### src/rtl/sign_mag_add.sv
// sign_mag_add: registered sign-magnitude adder with overflow flag and zero-sign normalisation
module sign_mag_add #(
    parameter int N = 5
) (
    input  logic         clk,
    input  logic         rst_n,
    input  logic         in_valid,
    input  logic [N-1:0] a,
    input  logic [N-1:0] b,
    output logic [N-1:0] sum,
    output logic         out_valid,
    output logic         ovf
);
    logic [N-2:0] ma, mb, diff, mag;
    logic [N-1:0] add;
    logic         same, a_ge, sgn;
    always_comb begin
        ma   = a[N-2:0];
        mb   = b[N-2:0];
        add  = {1'b0, ma} + {1'b0, mb};
        a_ge = ma >= mb;
        diff = a_ge ? ma - mb : mb - ma;
        same = a[N-1] == b[N-1];
        mag  = same ? add[N-2:0] : diff;
        sgn  = (same ? a[N-1] : (a_ge ? a[N-1] : b[N-1])) & |mag;
    end
    always_ff @(posedge clk or negedge rst_n) begin
        if (!rst_n) begin
            sum       <= '0;
            out_valid <= 1'b0;
            ovf       <= 1'b0;
        end else begin
            out_valid <= in_valid;
            if (in_valid) begin
                sum <= {sgn, mag};
                ovf <= same & add[N-1];
            end
        end
    end
endmodule

### config.mk
export PLATFORM = sky130hd
export DESIGN_NAME = sign_mag_add
export DESIGN_NICKNAME = d
export VERILOG_FILES = /design/src/rtl/sign_mag_add.sv
export SDC_FILE = /design/constraint.sdc
export NUM_CORES = 1
export LEC_CHECK = 0
export CAP_MARGIN = 20
export CELL_PAD_IN_SITES_DETAIL_PLACEMENT = 1
export CELL_PAD_IN_SITES_GLOBAL_PLACEMENT = 2
export CORE_MARGIN = 8
export CORE_UTILIZATION = 32
export CTS_BUF_LIST = sky130_fd_sc_hd__clkbuf_4
export CTS_CLUSTER_DIAMETER = 50
export DETAILED_ROUTE_END_ITERATION = 6
export GPL_TIMING_DRIVEN = 0
export PLACE_DENSITY_LB_ADDON = 0.1
export SLEW_MARGIN = 20
export SYNTH_ARGS = -nofsm -noshare
export SYNTH_HDL_FRONTEND = slang
export SYNTH_SLANG_ARGS = --single-unit
### constraint.sdc
create_clock -name clk -period 1.3 [get_ports clk]
set_input_delay 0.325 -clock clk [delete_from_list [all_inputs] [get_ports clk]]
set_output_delay 0.325 -clock clk [all_outputs]
set_load 0.03 [all_outputs]
==> impl_metrics.ini <==
[global_routing]
grt_pass1_vias = 821
grt_overflow = 0
grt_pass1_wl_mm = 4.03
grt_max_degree = 11
track_usage_pct = 11.8
antenna_found_initial = 0

[critical_path]
critical_path_class = input port to flip-flop
worstPathArrival_ns = 2.15
cp_slowest_cell = fa_2
crit_fanout = 4
max_stage_delay_ns = 0.39
path_buf_inv = 1
path_cells = buf_8, ha_4, fa_2, a31o_4, nor3b_1, o31ai_1, xnor2_1, a221oi_2
cp.required_ns = 1.46
crit_family = compound AO/OA/AOI/OAI gates
critPathCaptureType = flip-flop
cp-start-kind = input port

[power_and_ir_drop]
peakVddDrop_v = 0.000813
p_per_area_nw_per_um2 = 886
leakagePower_nw = 0.565
p_comb_share_pct = 56.3
p_sw_mw = 0.440
pwr-share-clk_pct = 19.0
seq_power_share_pct = 24.7
switching_share_pct = 38.5
intPower_mw = 0.703

[die]
core_um2 = 2210
die_w_um = 64.4
die_h_um = 64.4
initial_utilization_pct = 33.9
rows = 17
io_pins = 20
die_area_um2 = 4150

[synthesis]
ys_types = 30
syn_nets = 109
synth_xor_xnor_area_share_pct = 4.50
syn_inst = 81
synthMuxAreaShare_pct = 5.50
ys_async_sr_fraction_pct = 100
synth_fa_ha_area_share_pct = 28.0
synth_compound_area_share_pct = 21.3
seq_area_frac_synth_pct = 23.3
synth_top_family_by_area = adder cells
synth_simple_gate_area_share_pct = 9.83
ys_warn_count = 0
synth_edf_count = 0
synth_area_um2 = 751
avgSynthCellArea_um2 = 9.27
synth_seq_cells = 7
synth_ff_type = dfrtp_1

[detailed_routing]
first_pass_iters = 4
wire_per_inst_um = 16.3
vias_per_cell = 5.10
wirelength_mm = 2.33
drt-initial-drc-count = 13
drc = 0
ant_nets = 0
via_count = 729

[clock_network]
cts_htree_levels = 1
clockBufferDepth = 2
root_buffer = clkbuf_4
cts_tree = yes
cts-hold-fix-buffers = 0
cts.sinks = 7
clk-insertion-delay-late_ns = 0.25
cts_buffers = 3
clk_pin_slew_worst_paths_ns = 0.05

[layout]
multi_input_area_um2 = 683
fin_area_um2 = 1290
area_delta_synth_final_pct = 72.0
antenna_cells = 0
regArea_um2 = 175
final_core_util_pct = 58.4
drive_above_1_share_pct = 47.0
final_common_cell = inv_1
mostFrequentLayoutCells = inv_1 (9), buf_4 (7), dfrtp_1 (7)
nNetsFinal = 144
fillers = 233

[sta]
max_clock_freq_mhz = 502
fin_setup_tns_ns = -2.68
period_needed_ns = 1.99
slew_headroom_pct = 76.6
rsz0062_at_grt = yes
setup_viol = 5
slew_violations = 0
worst_slew_pin_slew_ns = 0.348
period_share_pct = 153
finalClockSkew_ns = 0
setup_ws_ns = -0.692
hold_violations = 0

[run_status]
status = finished with violations
violations = setup timing

[worst_hold_path]
hold_path.class = input port to async pin

[placement]
post-place-ws_ns = -1.52
hpwlAfterDp_mm = 1.67
io_buffer_count = 19
gp_congestion = 0.713
place_area_um2 = 1040

[job]
maxCapViolations = 0
## cell families (layout without fill, tap and decap cells)
family                   after synthesis  count (layout)
buffers and inverters                 15              49
adder cells (fa/ha/maj)               15              15
flip-flops                             7               7
multiplexers                           4               4
AND/OR/NAND/NOR                       15              15
XOR/XNOR                               3               3
AO/OA/AOI/OAI                         22              22
## registers in the layout, indices dropped and copies added, names as in the netlist
register	flops
sum	5
ovf	1
out_valid	1
## final cells by class
cell class / instances / share of cell area, %
buffer: 1 / 0.388
timing repair buffer: 30 / 23.4
tap: 28 / 2.71
multi-input combinational: 59 / 52.9
inverter: 14 / 4.65
clock buffer: 4 / 2.33
sequential: 7 / 13.6
## per-stage QoR
step	std cells	total power [mW]	hold slack, ns
after floorplan	81	0.609	0.0294
after global placement	128	0.804	0.501
after detailed placement	128	0.816	0.511
after CTS	142	1.11	0.329
after global routing	143	1.22	0.340
final	143	1.14	0.335
## what timing repair did
action | CTS | global route
pin swaps | 17 | 17
endpoints found under the setup margin | 12 | 6
gates cloned | 0 | 0
resized for setup | 71 | 14
setup buffers | 10 | 2
## worst paths after layout
| path | from | endpoint | slack [ns] | cells after the start |
|---|---|---|---|---|
| max reg2reg | sum[2]$_DFFE_PN0P_ | sum[2]$_DFFE_PN0P_ | 0.53 | 1 |
| max | b[0] | sum[4]$_DFFE_PN0P_ | -0.69 | 8 |
| max in group asynchronous | rst_n | ovf$_DFFE_PN0P_ | 0.72 | 1 |
| min reg2reg | sum[1]$_DFFE_PN0P_ | sum[1]$_DFFE_PN0P_ | 0.51 | 2 |
| min | rst_n | sum[2]$_DFFE_PN0P_ | 0.34 | 1 |
| min in group clk | b[0] | sum[0]$_DFFE_PN0P_ | 0.45 | 3 |
## power groups by stage
stage                     sequential [mW]  clock [mW]  combinational [mW]
final                               0.283       0.217               0.644
after global routing                0.289       0.242               0.694
after CTS                           0.281       0.233               0.594
after detailed placement            0.285           0               0.531
after global placement              0.282           0               0.522
after floorplan                     0.367           0               0.242
## cell usage after synthesis (2+ instances only)
master,instances,area [um2]
inv_1,13,48.8
ha_1,12,150
dfrtp_1,7,175
a21oi_1,6,30.0
nand2_1,6,22.5
fa_1,3,60.1
mux2i_1,3,30.0
nor2_1,3,11.3
o21ai_0,3,15.0
a2111oi_1,2,20.0
nor2b_1,2,12.5
o21ai_1,2,10.0
xnor2_1,2,17.5
## routing by layer
layer / share of wire, % / GRT usage (%) / up-vias / wire length (um)
met1: 42 / 14.4 / 367 / 971
met2: 54 / 20.2 / 18 / 1260
li1: - / - / 344 / -
met4: 0 / 1.63 / 0 / 0
met3: 4.2 / 3.61 / 0 / 99
met5: 0 / 0 / - / 0
(Power assumes the default switching activity.)
